===== config.mk =====
export PLATFORM = sky130hd
export DESIGN_NAME = dpram_stream_fifo_flat
export DESIGN_NICKNAME = d
export VERILOG_FILES = /design/src/rtl/dpram_stream_fifo_if.sv /design/src/rtl/dpram_stream_fifo.sv /design/src/flat_wrapper.sv
export SDC_FILE = /design/constraint.sdc
export NUM_CORES = 1
export LEC_CHECK = 0
export CAP_MARGIN = 20
export CORE_AREA = 2 2 122 124
export CTS_CLUSTER_SIZE = 25
export DETAILED_ROUTE_END_ITERATION = 8
export DIE_AREA = 0 0 124 126
export PLACE_DENSITY = 0.53
export SYNTH_ARGS = -nofsm -noshare
export SYNTH_HDL_FRONTEND = slang
export SYNTH_SLANG_ARGS = --single-unit

===== constraint.sdc =====
create_clock -name clk -period 4 [get_ports clk]
set_input_delay 0.8 -clock clk [delete_from_list [all_inputs] [get_ports clk]]
set_output_delay 0.8 -clock clk [all_outputs]
set_load 0.05 [all_outputs]

===== src/rtl/dpram_stream_fifo_if.sv =====
// rtl/dpram_stream_fifo_if.sv - valid/ready word stream interface used on both FIFO sides
//
// Purpose: bundles one valid/ready word stream.
// Signals:
//   data   DATA_WIDTH  word carried by the stream
//   valid  1           source has a word on data
//   ready  1           sink accepts the word this cycle
// Modports:
//   master  drives data/valid, samples ready (stream source)
//   slave   samples data/valid, drives ready (stream sink)

interface dpram_stream_fifo_if #(
  parameter int DATA_WIDTH = 32
);
  logic [DATA_WIDTH-1:0] data;
  logic                  valid;
  logic                  ready;

  modport master (
    output data,
    output valid,
    input  ready
  );

  modport slave (
    input  data,
    input  valid,
    output ready
  );
endinterface


===== src/rtl/dpram_stream_fifo.sv =====
// rtl/dpram_stream_fifo.sv - streaming FIFO controller over an external dual-port SRAM
//
// Purpose: accepts words on the s stream, writes them into an external
// dual-port RAM, reads them back in order and presents them on the m stream
// through a one-entry output register. The RAM registers both of its ports on
// the falling edge of clk; this block works on the rising edge.
// Ports:
//   clk        in   1             clock shared with both RAM ports
//   rst_n      in   1             asynchronous reset, active-low
//   s          slave stream       write side (data/valid in, ready out)
//   m          master stream      read side (data/valid out, ready in)
//   mem_wen    out  1             RAM write enable
//   mem_waddr  out  ADDR_WIDTH    RAM write address
//   mem_wdata  out  DATA_WIDTH    RAM write data
//   mem_ren    out  1             RAM read enable
//   mem_raddr  out  ADDR_WIDTH    RAM read address
//   mem_rdata  in   DATA_WIDTH    RAM read data, valid after the falling edge of a ren cycle
//   level      out  ADDR_WIDTH+1  words held (RAM + output register)

module dpram_stream_fifo #(
  parameter int ADDR_WIDTH = 10,
  parameter int DATA_WIDTH = 32
) (
  input  logic                  clk,
  input  logic                  rst_n,
  dpram_stream_fifo_if.slave    s,
  dpram_stream_fifo_if.master   m,
  output logic                  mem_wen,
  output logic [ADDR_WIDTH-1:0] mem_waddr,
  output logic [DATA_WIDTH-1:0] mem_wdata,
  output logic                  mem_ren,
  output logic [ADDR_WIDTH-1:0] mem_raddr,
  input  logic [DATA_WIDTH-1:0] mem_rdata,
  output logic [ADDR_WIDTH:0]   level
);

  localparam logic [ADDR_WIDTH:0] DEPTH = {1'b1, {ADDR_WIDTH{1'b0}}};

  logic [ADDR_WIDTH-1:0] wptr;
  logic [ADDR_WIDTH-1:0] rptr;
  logic [ADDR_WIDTH:0]   used;        // words currently held in the RAM
  logic                  m_valid_q;
  logic [DATA_WIDTH-1:0] m_data_q;

  logic s_ready_c;
  logic push;
  logic rd;

  // Both decisions look only at registered occupancy, so a word written in a
  // cycle is never read in that same cycle: no same-address read/write can
  // reach the RAM, and a pop while full frees space only from the next cycle.
  always_comb begin
    s_ready_c = 1'b0;
    push      = 1'b0;
    rd        = 1'b0;
    s_ready_c = rst_n & (used != DEPTH);
    push      = s.valid & s_ready_c;
    rd        = rst_n & (used != '0) & (~m_valid_q | m.ready);
  end

  assign s.ready   = s_ready_c;

  assign mem_wen   = push;
  assign mem_waddr = wptr;
  assign mem_wdata = s.data;

  assign mem_ren   = rd;
  assign mem_raddr = rptr;

  assign m.valid   = m_valid_q;
  assign m.data    = m_data_q;

  assign level     = used + {{ADDR_WIDTH{1'b0}}, m_valid_q};

  always_ff @(posedge clk or negedge rst_n) begin
    if (!rst_n) begin
      wptr      <= '0;
      rptr      <= '0;
      used      <= '0;
      m_valid_q <= 1'b0;
      m_data_q  <= '0;
    end else begin
      if (push) begin
        wptr <= wptr + 1'b1;
      end
      if (rd) begin
        rptr <= rptr + 1'b1;
      end
      used <= used + {{ADDR_WIDTH{1'b0}}, push} - {{ADDR_WIDTH{1'b0}}, rd};

      // The RAM presented the read word at the falling edge of the rd cycle,
      // so it is already stable here and goes straight into the output register.
      if (rd) begin
        m_data_q  <= mem_rdata;
        m_valid_q <= 1'b1;
      end else if (m_valid_q && m.ready) begin
        m_valid_q <= 1'b0;
      end
    end
  end

endmodule


===== src/flat_wrapper.sv =====
// flat-port wrapper written by rule: the top's interface ports become plain ports
module dpram_stream_fifo_flat 
#(
  parameter int ADDR_WIDTH = 10,
  parameter int DATA_WIDTH = 32
)
  (clk, rst_n, mem_wen, mem_waddr, mem_wdata, mem_ren, mem_raddr, mem_rdata, level, s_data, s_valid, s_ready, m_data, m_valid, m_ready);
  dpram_stream_fifo_if #(.DATA_WIDTH(DATA_WIDTH)) s_i ();
  dpram_stream_fifo_if #(.DATA_WIDTH(DATA_WIDTH)) m_i ();
  input  logic clk;
  input  logic rst_n;
  output logic mem_wen;
  output logic [ADDR_WIDTH-1:0] mem_waddr;
  output logic [DATA_WIDTH-1:0] mem_wdata;
  output logic mem_ren;
  output logic [ADDR_WIDTH-1:0] mem_raddr;
  input  logic [DATA_WIDTH-1:0] mem_rdata;
  output logic [ADDR_WIDTH:0] level;
  input wire logic [$bits(s_i.data)-1:0] s_data;
  input wire logic [$bits(s_i.valid)-1:0] s_valid;
  output wire logic [$bits(s_i.ready)-1:0] s_ready;
  output wire logic [$bits(m_i.data)-1:0] m_data;
  output wire logic [$bits(m_i.valid)-1:0] m_valid;
  input wire logic [$bits(m_i.ready)-1:0] m_ready;
  assign s_i.data = s_data;
  assign s_i.valid = s_valid;
  assign s_ready = s_i.ready;
  assign m_data = m_i.data;
  assign m_valid = m_i.valid;
  assign m_i.ready = m_ready;
  dpram_stream_fifo #(.ADDR_WIDTH(ADDR_WIDTH), .DATA_WIDTH(DATA_WIDTH)) u_core (.clk(clk), .rst_n(rst_n), .s(s_i), .m(m_i), .mem_wen(mem_wen), .mem_waddr(mem_waddr), .mem_wdata(mem_wdata), .mem_ren(mem_ren), .mem_raddr(mem_raddr), .mem_rdata(mem_rdata), .level(level));
endmodule

==> results of run 1 <==
## metrics by stage
| step | hold WS (ns) | area (um2) | power (W) | worst slack [ns] |
|---|---|---|---|---|
| after global placement | 0.459 | 4500 | 0.00321 | 0.548 |
| after floorplan | 0.504 | 3510 | 0.00264 | 0.506 |
| after global routing | 0.424 | 4870 | 0.00448 | 0.114 |
| final | 0.401 | 4870 | 0.00417 | 0.292 |
| after CTS | 0.403 | 4870 | 0.00424 | 0.237 |
| after detailed placement | 0.466 | 4500 | 0.00322 | 0.521 |
## layer usage
layer	part of all wire	vias up	global-route usage	routed length, um
li1	-	1139	-	-
met1	0.45	1106	0.131	3630
met2	0.44	93	0.166	3540
met3	0.089	12	0.0430	715
met4	0.015	0	0.0410	117
met5	0	-	0	0
## synth_stat cells (all sizes together)
master   number  area share
nand4         3      0.0053
dfrtp        64        0.46
and3          4      0.0071
nor3          6      0.0086
and4          1      0.0025
o21ai         1      0.0014
nand3         8       0.011
nand4b        2      0.0050
o211ai        2      0.0082
o311a         1      0.0032
ha           27       0.096
o2111ai       1      0.0025
o21bai        1      0.0021
xor2         15       0.037
o22ai         1      0.0018
nor2         10       0.011
nand2b        3      0.0053
or3b          2      0.0050
inv          21       0.022
buf          36       0.081
o31ai         2      0.0043
mux2         34        0.11
o41ai         2      0.0050
nor4          3      0.0053
xnor2        22       0.055
nand2        11       0.012
nor3b         1      0.0021
o221ai        1      0.0025
o311ai        1      0.0075
nand3b        4      0.0086
fa            1      0.0057
a21oi         7       0.010
## report_power, final
| part | internal, W | switching (W) |
|---|---|---|
| registers | 0.000836 | 0.000205 |
| logic | 0.000840 | 0.00132 |
| clock network | 0.000689 | 0.000283 |
| total | 0.00236 | 0.00181 |
## final cells by class
class,instances,share of cell area
timing repair buffer,104,0.214
clock buffer,11,0.0499
sequential,64,0.329
multi-input combinational,177,0.318
inverter,21,0.0162
clock inverter,5,0.0262
tap,184,0.0473
## worst paths after layout
| path | to |
|---|---|
| min in group clk | u_core.mem_raddr[9] |
| hold / removal | u_core.mem_waddr[2] |
| max in group asynchronous | u_core.mem_raddr[3] |
| hold reg to reg | u_core.mem_raddr[9] |
| setup reg to reg | u_core.used[8] |
| setup / recovery | s_ready |
## worst max-delay path: stages, from the launching register on
cell and delay, ns:
dfrtp_1 0.46, inv_1 0.12, ha_1 0.16, nand4b_1 0.35, o31ai_1 0.63, inv_1 0.12, clkdlybuf4s50_1 0.73
## state kept, by name (all words and copies together) (netlist names)
signal / flops
u_core.m.valid: 1
u_core.m.data: 32
u_core.mem_waddr: 10
u_core.used: 11
u_core.mem_raddr: 10
## kinds of logic (layout without fill, tap and decap cells)
| logic type | Yosys count | in the layout | share of synthesized area |
|---|---|---|---|
| simple gates | 58 | 58 | 0.0887 |
| buf+inv | 57 | 141 | 0.104 |
| mux | 34 | 34 | 0.109 |
| flops | 64 | 64 | 0.456 |
| xor+xnor | 37 | 37 | 0.0923 |
| fa+ha+maj | 28 | 28 | 0.102 |
| compound gates | 20 | 20 | 0.0485 |
## layout by cell type, fill, tap and decap left out, types with 2 or more instances in the layout
cell             count
mux2_2              34
nor3_1               6
nand2_1             11
a21oi_1              7
ha_1                27
xnor2_1             22
nand3b_1             4
and3_1               4
clkdlybuf4s50_1     99
inv_1               21
clkbuf_16            9
dfrtp_1             64
nand4_1              3
o41ai_1              2
nor2_1              10
buf_4                4
bufinv_16            4
nand3_1              8
nand4b_1             2
o31ai_1              2
nand2b_1             3
nor4_1               3
xor2_1              15
==> impl_metrics.toml, run 1 <==
[worst_setup_path]
startpoint_type = "flip-flop"
crit_start = "u_core.used[3]"
cp_data_required_time_ns = 3.20
rr_worst_depth = 13
cp-end-kind = "primary output"
path_class = "flip-flop to primary output"
cp_max_fo = 5
worstReg2RegStart = "u_core.used[3]"
crit_arrival_ns = 2.91
reg2reg_slack_ns = 0.61

[floorplanning]
num_rows = 44
pin_count = 167
core_area_um2 = 14300
die-area_um2 = 15600
die_w_um = 124
start_util = 0.245
die_y_um = 126

[power_and_ir_drop]
irDropWorstVdd_uv = 587
power_density_nw_per_um2 = 857
p_leak_nw = 2.11

[clock_network]
clk_latency_ns = 0.33
cts-root-buf = "clkbuf_16"
cts_buffers = 9
numClockSinks = 64
hold_buffers = 0
cts_setup_buffers = 0
clkSlewWorstSetupHoldPaths_ns = 0.05
htreeDepth = 3
max-clock-path-buffers = 2
cts.repair.resized = 0
tritoncts = "done"

[placed_design]
hpwlAfterDp_um = 5920
place.port_buffers = 102
routabilityCongestion = 0.814
post-place-cells = 550

[global_route]
grt_pass1_vias = 2530
grt_remaining_overflow = 0
track_usage = 0.106
grt_pass1_wl_um = 12700
grt_antenna_before_repair = 0
grt_max_degree = 43

[timing]
tightest_slew_ns = 0.590
slew_headroom = 0.603
rsz0062_at_grt = "false"
min_period_over_period = 0.927
fin_setup_tns_ns = 0
setup_viol = 0
max_freq_mhz = 270
hold_violations = 0
slew_viol_final = 0
fin_skew_ns = 0.00543
post-route-min-period_ns = 3.71

[logic_synthesis]
synth_warnings = 0
avgSynthCellArea_um2 = 11.8
syn-num-nets = 394
netlist_instances = 298
ys_types = 35
synth_area_um2 = 3510
yosysSeqAreaShare = 0.456
ys_ff_latch = 64

[hold_path]
hp-class = "input pin to asynchronous set/reset pin"

[drt]
routedWlPerCell_um = 14.1
drc = 0
vias = 2350
routed_wl_um = 8000
vias_per_cell = 4.15
drtAntennaViolNets = 0
drtPass1Iterations = 4
detailedRoute.firstIterationViolations = 74

[layout]
drive_gt1_frac = 0.152
n_antenna_cell = 0
multi_input_area_um2 = 1550
fin_nets = 473
finalCoreUtilization = 0.340
final-seq-area_um2 = 1600
fin_cells = 566
num-fill-cells = 1433
synthToLayoutAreaGrowth_pct = 38.6

[outcome]
status = "finished clean"

[job]
drv_cap = 0
Power figures use the tool's default switching activity.
==> run 2: changes to the inputs <==
SKIP_CTS_REPAIR_TIMING = 1   (was not set)
==> results of run 2 <==
No change in the layout: final DEF, timing and power equal those of run 1.
